## config.mk

```make
export PLATFORM = sky130hd
export DESIGN_NAME = fetch_ctrl_flat
export DESIGN_NICKNAME = d
export VERILOG_FILES = /design/src/rtl/fetch_ctrl_pkg.sv /design/src/rtl/fetch_ctrl_if.sv /design/src/rtl/fetch_skid.sv /design/src/rtl/fetch_ctrl.sv /design/src/flat_wrapper.sv
export SDC_FILE = /design/constraint.sdc
export NUM_CORES = 1
export LEC_CHECK = 0
export BUFFER_PORTS_ARGS = -buffer_cell sky130_fd_sc_hd__buf_4
export CAP_MARGIN = 20
export CORE_MARGIN = 3
export CORE_UTILIZATION = 58
export DETAILED_ROUTE_END_ITERATION = 6
export GPL_ROUTABILITY_DRIVEN = 0
export GPL_TIMING_DRIVEN = 0
export PLACE_DENSITY = 0.94
export SYNTH_ARGS = -nofsm -noshare
export SYNTH_HDL_FRONTEND = slang
export SYNTH_SLANG_ARGS = --single-unit
```

## constraint.sdc

```tcl
create_clock -name clk -period 5.4 [get_ports clk]
set_input_delay 1.08 -clock clk [delete_from_list [all_inputs] [get_ports clk]]
set_output_delay 1.08 -clock clk [all_outputs]
set_load 0.005 [all_outputs]
```

## src/rtl/fetch_ctrl_pkg.sv

```systemverilog
// Shared types and constants for the instruction fetch controller.
// Optional perf counters are enabled with FETCH_CTRL_PERF_EN.
package fetch_ctrl_pkg;
   localparam logic RST_ENABLE   = 1'b1;
   localparam logic CHIP_ENABLE  = 1'b1;
   localparam logic CHIP_DISABLE = 1'b0;
   localparam int   INST_ADDR_W  = 32;
   localparam int   INST_W       = 32;

   typedef logic [INST_ADDR_W-1:0] addr_t;
   typedef logic [INST_W-1:0]      inst_t;

   typedef enum logic [1:0] {
      IDLE  = 2'b00,
      FETCH = 2'b01,
      HOLD  = 2'b10
   } state_t;

   typedef struct packed {
      logic  valid;
      addr_t pc;
      inst_t inst;
   } if_id_t;

   function automatic addr_t word_align(input addr_t a);
      return a & ~addr_t'(3);
   endfunction
endpackage

```

## src/rtl/fetch_ctrl_if.sv

```systemverilog
// Fetch controller bus: execute redirect, imem handshake, IF/ID payload.
// Perf counter signals exist only with FETCH_CTRL_PERF_EN.
interface fetch_ctrl_if;
   import fetch_ctrl_pkg::*;

   logic  stall_i;
   logic  branch_flag_i;
   addr_t branch_target_i;
   logic  imem_ack_i;
   inst_t imem_inst_i;
   logic  ce_o;
   addr_t pc_o;
   logic  imem_req_o;
   logic  if_valid_o;
   addr_t if_pc_o;
   inst_t if_inst_o;
`ifdef FETCH_CTRL_PERF_EN
   logic [31:0] fetch_cnt_o;
   logic [31:0] flush_cnt_o;
`endif

   modport master (
      input  stall_i, branch_flag_i, branch_target_i,
      input  imem_ack_i, imem_inst_i,
      output ce_o, pc_o, imem_req_o,
      output if_valid_o, if_pc_o, if_inst_o
`ifdef FETCH_CTRL_PERF_EN
      , output fetch_cnt_o, flush_cnt_o
`endif
   );

   modport slave (
      output stall_i, branch_flag_i, branch_target_i,
      output imem_ack_i, imem_inst_i,
      input  ce_o, pc_o, imem_req_o,
      input  if_valid_o, if_pc_o, if_inst_o
`ifdef FETCH_CTRL_PERF_EN
      , input fetch_cnt_o, flush_cnt_o
`endif
   );
endinterface

```

## src/rtl/fetch_skid.sv

```systemverilog
// One-entry skid buffer catching an ack that arrives while decode stalls.
module fetch_skid
   import fetch_ctrl_pkg::*;
(
   input  logic   clk,
   input  logic   rst,
   input  logic   load,
   input  logic   clear,
   input  addr_t  pc,
   input  inst_t  inst,
   output if_id_t q
);
   always_ff @(posedge clk) begin
      if (rst == RST_ENABLE || clear) begin
         q <= '0;
      end else if (load) begin
         q <= '{valid: 1'b1, pc: pc, inst: inst};
      end
   end
endmodule

```

## src/rtl/fetch_ctrl.sv

```systemverilog
// Instruction fetch controller: imem request/ack, redirect kill, IF/ID skid.
// Define FETCH_CTRL_PERF_EN to add fetch/flush counters.
module fetch_ctrl
   import fetch_ctrl_pkg::*;
(
   input  logic         clk,
   input  logic         rst,
   fetch_ctrl_if.master bus
);
   state_t state, state_n;
   addr_t  pc_q;
   logic   outst, kill;
   if_id_t out_q, skid;
   logic   stall, req, acc, redir, use_ack, slot_free;
   logic   skid_ld, skid_clr, skid_pop;

   assign stall     = bus.stall_i;
   assign req       = (state == FETCH) & (outst | ~(stall & out_q.valid));
   assign acc       = (state == FETCH) & bus.imem_ack_i;
   assign redir     = (state != IDLE) & bus.branch_flag_i;
   assign use_ack   = acc & ~kill & ~redir;
   assign slot_free = ~out_q.valid | ~stall;

   always_ff @(posedge clk) begin
      if (rst == RST_ENABLE) state <= IDLE;
      else                   state <= state_n;
   end

   always_comb begin
      state_n  = state;
      skid_ld  = 1'b0;
      skid_clr = 1'b0;
      skid_pop = 1'b0;
      unique case (state)
         IDLE: state_n = FETCH;
         FETCH: begin
            if (redir) begin
               skid_clr = 1'b1;
            end else if (use_ack & ~slot_free) begin
               skid_ld = 1'b1;
               state_n = HOLD;
            end
         end
         HOLD: begin
            if (redir) begin
               skid_clr = 1'b1;
               state_n  = FETCH;
            end else if (~stall) begin
               skid_pop = 1'b1;
               skid_clr = 1'b1;
               state_n  = FETCH;
            end
         end
         default: state_n = IDLE;
      endcase
   end

   // A redirect with the old request still in flight must drop its ack
   always_ff @(posedge clk) begin
      if (rst == RST_ENABLE) begin
         pc_q  <= '0;
         outst <= 1'b0;
         kill  <= 1'b0;
         out_q <= '0;
      end else if (redir) begin
         pc_q        <= word_align(bus.branch_target_i);
         outst       <= req & ~bus.imem_ack_i;
         kill        <= req & ~bus.imem_ack_i;
         out_q.valid <= 1'b0;
      end else begin
         outst <= req & ~bus.imem_ack_i;
         if (acc) kill <= 1'b0;
         if (use_ack) pc_q <= pc_q + 32'd4;
         if (use_ack & slot_free) begin
            out_q <= '{valid: 1'b1, pc: pc_q, inst: bus.imem_inst_i};
         end else if (skid_pop) begin
            out_q <= skid;
         end else if (~stall) begin
            out_q.valid <= 1'b0;
         end
      end
   end

   fetch_skid u_skid (
      .clk   (clk),
      .rst   (rst),
      .load  (skid_ld),
      .clear (skid_clr),
      .pc    (pc_q),
      .inst  (bus.imem_inst_i),
      .q     (skid)
   );

   assign bus.ce_o       = (state != IDLE) ? CHIP_ENABLE : CHIP_DISABLE;
   assign bus.pc_o       = pc_q;
   assign bus.imem_req_o = req;
   assign bus.if_valid_o = out_q.valid;
   assign bus.if_pc_o    = out_q.pc;
   assign bus.if_inst_o  = out_q.inst;

`ifdef FETCH_CTRL_PERF_EN
   logic [31:0] fetch_cnt, flush_cnt;

   always_ff @(posedge clk) begin
      if (rst == RST_ENABLE) begin
         fetch_cnt <= '0;
         flush_cnt <= '0;
      end else begin
         if (use_ack) fetch_cnt <= fetch_cnt + 32'd1;
         if (redir)   flush_cnt <= flush_cnt + 32'd1;
      end
   end

   assign bus.fetch_cnt_o = fetch_cnt;
   assign bus.flush_cnt_o = flush_cnt;
`endif
endmodule

```

## src/flat_wrapper.sv

```systemverilog
// flat-port wrapper written by rule: the top's interface ports become plain ports
module fetch_ctrl_flat import fetch_ctrl_pkg::*;
  (clk, rst, bus_stall_i, bus_branch_flag_i, bus_branch_target_i, bus_imem_ack_i, bus_imem_inst_i, bus_ce_o, bus_pc_o, bus_imem_req_o, bus_if_valid_o, bus_if_pc_o, bus_if_inst_o);
  fetch_ctrl_if bus_i ();
  input  logic clk;
  input  logic rst;
  input wire logic [$bits(bus_i.stall_i)-1:0] bus_stall_i;
  input wire logic [$bits(bus_i.branch_flag_i)-1:0] bus_branch_flag_i;
  input wire logic [$bits(bus_i.branch_target_i)-1:0] bus_branch_target_i;
  input wire logic [$bits(bus_i.imem_ack_i)-1:0] bus_imem_ack_i;
  input wire logic [$bits(bus_i.imem_inst_i)-1:0] bus_imem_inst_i;
  output wire logic [$bits(bus_i.ce_o)-1:0] bus_ce_o;
  output wire logic [$bits(bus_i.pc_o)-1:0] bus_pc_o;
  output wire logic [$bits(bus_i.imem_req_o)-1:0] bus_imem_req_o;
  output wire logic [$bits(bus_i.if_valid_o)-1:0] bus_if_valid_o;
  output wire logic [$bits(bus_i.if_pc_o)-1:0] bus_if_pc_o;
  output wire logic [$bits(bus_i.if_inst_o)-1:0] bus_if_inst_o;
  assign bus_i.stall_i = bus_stall_i;
  assign bus_i.branch_flag_i = bus_branch_flag_i;
  assign bus_i.branch_target_i = bus_branch_target_i;
  assign bus_i.imem_ack_i = bus_imem_ack_i;
  assign bus_i.imem_inst_i = bus_imem_inst_i;
  assign bus_ce_o = bus_i.ce_o;
  assign bus_pc_o = bus_i.pc_o;
  assign bus_imem_req_o = bus_i.imem_req_o;
  assign bus_if_valid_o = bus_i.if_valid_o;
  assign bus_if_pc_o = bus_i.if_pc_o;
  assign bus_if_inst_o = bus_i.if_inst_o;
  fetch_ctrl u_core (.clk(clk), .rst(rst), .bus(bus_i));
endmodule
```

# Word level (Yosys, flattened, before mapping)
# Cells that the tools add are included.
# word_totals
regBits	166
elab_cells	68
# op_classes
n_eq_ne	6
reduce_logical	9
add_sub_neg	1
n_mux	23
n_bitwise	18
# op_table
cell	n
two-way mux 65 bit	1
two-way mux 32 bit	2
two-way mux 64 bit	1
adder 32 x 3 -> 32 bit, second input constant	1
two-way mux 1 bit	13
bitwise AND 1 bit	9
two-way mux 2 bit	4
nonzero test 2 bit	4
inverter 1 bit	7
case mux 2 bit (3 select lines)	1
!= test 2 bit, second input constant	2
!= test 3 x 1 -> 1 bit, second input constant	1
!= test 3 x 2 -> 1 bit, second input constant	1
AND reduction 3 bit	1
== test 2 x 1 -> 1 bit, second input constant	1
== test 2 bit, second input constant	1
logical NOT 2 bit	1
bitwise OR 1 bit	2
case mux 1 bit (2 select lines)	1
AND reduction 2 bit	1
OR reduction 2 bit	1
logical OR 1 bit	1

# Depth between registers and ports, before layout
# logic_depth
depth_word	8
ltp_mapped	9

# Hierarchy
# A second synthesis with hierarchy kept.
# hier_totals
cells_unflattened	766
area_unflattened_um2	7190.6
# by_module_without_submodules
mod	cells_per_inst	area_each_um2	instances
fetch_ctrl	556	4850.9	1
fetch_skid	210	2339.7	1

# Worst setup path before layout
# Ideal clock, no wire load.
# synth_timing
path_kind	input to register
from	input bus_imem_ack_i
to	register u_core.pc_q[14] (netlist: u_core.bus.pc_o[14])
setup_ns	0.091
cell_stages	4
slack_ns	2.850
required_ns	5.309
arrival_ns	2.459
path_cell_list	nand3b_1 -> or4_1 -> or3_2 -> a311oi_1
# synth_between
elab_chain_len	4
# synth_rtl
element	line	text
start: declaration	flat_wrapper.sv:10	input wire logic [$bits(bus_i.imem_ack_i)-1:0] bus_imem_ack_i;
bitwise AND 1 bit	fetch_ctrl.sv:19	assign acc = (state == FETCH) & bus.imem_ack_i;
bitwise AND 1 bit (2 in series)	fetch_ctrl.sv:21	assign use_ack = acc & ~kill & ~redir;
nonzero test 2 bit (no source line)	n/a	
end signal: assignment	fetch_ctrl.sv:66	pc_q <= word_align(bus.branch_target_i);
end signal: assignment	fetch_ctrl.sv:73	if (use_ack) pc_q <= pc_q + 32'd4;
end: declaration	fetch_ctrl.sv:11	addr_t pc_q;
# No other way between the ends.
# A chain may end at the register's enable or synchronous reset.

# Worst setup path after layout
# layout_timing
from	input bus_stall_i
to	output bus_imem_req_o
# layout_between
elab_chain_len	4
# layout_rtl
element	line	text
start: declaration	flat_wrapper.sv:7	input wire logic [$bits(bus_i.stall_i)-1:0] bus_stall_i;
bitwise AND 1 bit	fetch_ctrl.sv:18	assign req = (state == FETCH) & (outst | ~(stall & out_q.valid));
inverter 1 bit	fetch_ctrl.sv:18	
bitwise OR 1 bit	fetch_ctrl.sv:18	
bitwise AND 1 bit	fetch_ctrl.sv:18	
end: declaration	flat_wrapper.sv:14	output wire logic [$bits(bus_i.imem_req_o)-1:0] bus_imem_req_o;
# No other way between the ends.

==> flow_summary.toml <==
[setup_path]
worstPathArrival_ps = 1920
critPathRequiredTime_ps = 4320
cp-start-kind = "input port"
critPathCaptureType = "primary output"
path_max_fanout = 5
ff2ff_setup_slack_ps = 2500
crit_type = "input port to primary output"

[power]
power_uw = 4130
power_density_nw_per_um2 = 450
p_int_uw = 2770
ir_worst_vdd_uv = 249
combPwrFrac_pct = 29.7
power_switching_uw = 1360
p_leak_uw = 0.00358
clockPowerShare_pct = 32.1
seq_power_share_pct = 38.2
swShare_pct = 32.9

[timing]
finalHoldViolCount = 0
fin_worst_skew_ps = 8.50
slew_headroom_pct = 37.8
fmax_mhz = 333
post-route-period-util_pct = 55.6
period_minus_slack_ps = 3000
tns_ps = 0
timing.final.max_slew_violations = 0
rsz0062_at_grt = "false"
tightest_slew_ps = 931
setup_violations = 0

[global_route]
overflow = 0
grt_use_total_pct = 32.5
grt_max_degree = 17
grt_pass1_wl_mm = 34.7
antenna_found_initial = 0
first_global_vias = 6920

[clock_network]
cts_hold_buf = 0
cts_buffers = 17
cts.clk_slew.worst_paths_ps = 60
cts.sinks = 160
clk_latency_ps = 430
clock_path_buffers = 2
clockRootBuffer = "clkbuf_16"
cts_setup_buffers = 0
post_cts_resized = 0
cts_tree = "done"
h-tree-depth = 4

[floorplan]
initial_core_util_pct = 60.8
die_w_um = 117
rows = 39
die_height_um = 117
die_area_um2 = 13600
core-area_um2 = 11700
io_pins = 168

[synthesis]
synth-edff-count = 0
synth_area_um2 = 7120
avgSynthCellArea_um2 = 9.39
syn-instance-count = 759
yosysUniqueCellTypes = 42
yosysWarnings = 0
ys_seq_area_share_pct = 45.0
synthFlopType = "dfxtp_1"
synthArstFlopShare_pct = 0
yosys_register_bits = 160

[hold_path]
hp-class = "flip-flop to flip-flop"

[layout]
drive_above_1_share_pct = 22.7
synthToLayoutAreaGrowth_pct = 28.7
antenna_cells = 0
layout_common_cells = "buf_4 (168), dfxtp_1 (160), mux2i_1 (125)"
final_common_cell = "buf_4"
layout.nets = 1016

[placed_design]
portBuffers = 161
dp_hpwl_mm = 14.9

[status]
outcome = "completed"

[routing]
drtAntennaViolNets = 0
remaining_drc_errors = 0
via_count = 6973
post_drt_wl_per_cell_um = 20.1
wl_mm = 22.0
drtIter0Drc = 786
dr.pass1.iters = 7
vias_per_cell = 6.35

[job]
cap_violations = 0
[synthesized netlist by cell type, types with 5 or more instances]
library cell  count  area share, %
mux2i_1         125             18
o31ai_1           7           0.74
or3_1             9           0.79
buf_4             7           0.74
a21oi_1           6           0.42
or4_1            10            1.1
nor3_1           69            4.8
nand3_1          13           0.91
xnor2_1           7           0.86
nand2_1          16           0.84
clkbuf_1         52            2.7
nor4_1           12            1.1
nor2_1           92            4.8
dfxtp_1         160             45
ha_1              5           0.88
nand4_1          12            1.1
o21ai_0           9           0.63
a211oi_1         75            7.9
a311oi_1         16            2.0
inv_1             8           0.42
buf_2            14           0.98
[area by class of cell]
class                   count  area, um^2
clock buffers              21         460
flip-flops and latches    160        3200
repair buffers            161        1210
inverters                   8        30.0
clock inverters            11         185
plain buffers              78         338
multi-input cells         516        3560
well taps                 143         179
fillers                   745        2540
[layer usage]
layer,GRT usage (%),vias up,part of all wire (%)
li1,-,3148,-
met2,51.8,459,47
met3,9.20,93,10
met5,0,-,0
met4,16.7,0,3.8
met1,40.1,3273,39
[worst max-delay path, cell delays in order]
cell     delay (ps)
buf_4           100
nand2_1         110
o21ai_0         340
inv_1           130
buf_4           160
[power groups by stage]
| stage | registers, uW | clock network, uW | logic, uW |
|---|---|---|---|
| floorplan | 1560 | 0 | 636 |
| global placement | 1590 | 0 | 1150 |
| detailed placement | 1590 | 0 | 1190 |
| CTS | 1570 | 1320 | 1210 |
| global route | 1600 | 1370 | 1330 |
| finish | 1580 | 1320 | 1230 |
[metrics by stage]
stage / cells / util, % / setup WS [ps] / area [um^2] / hold WS (ps)
after floorplan: 762 / - / 2850 / 7140 / 459
after global placement: 1066 / 72.8 / 2170 / 8520 / 474
after detailed placement: 1066 / 72.8 / 2130 / 8520 / 480
after CTS: 1098 / 78.3 / 2430 / 9170 / 487
after global routing: 1098 / 78.3 / 2330 / 9170 / 520
final: 1098 / 78.3 / 2400 / 9170 / 490
[state kept, by name, indices dropped and copies added, names as in the netlist]
| signal | count |
|---|---|
| u_core.bus.if_pc_o | 30 |
| u_core.state | 2 |
| u_core.bus.pc_o | 30 |
| u_core.kill | 1 |
| u_core.bus.if_valid_o | 1 |
| u_core.outst | 1 |
| u_core.bus.if_inst_o | 32 |
| u_core.u_skid.q | 63 |
[logic make-up (layout without fill, tap and decap cells)]
kind of cell	Yosys count	in the layout	synth area share (%)
flip-flops	160	160	45.0
other	1	4	0.0526
AND/OR/NAND/NOR	253	253	17.7
multiplexers	125	125	17.6
XOR/XNOR	10	10	1.23
AO/OA/AOI/OAI	119	119	12.4
buffers and inverters	86	279	5.16
adder cells (fa/ha/maj)	5	5	0.878
[path summary, 6_finish.rpt]
path / start / to / cells past startpoint
max reg2reg: u_core.state[1] / u_core.bus.if_pc_o[18] / 9
min reg2reg: u_core.kill / u_core.kill / 2
min: u_core.kill / u_core.kill / 2
max: bus_stall_i / bus_imem_req_o / 5
(Power assumes the default switching activity.)
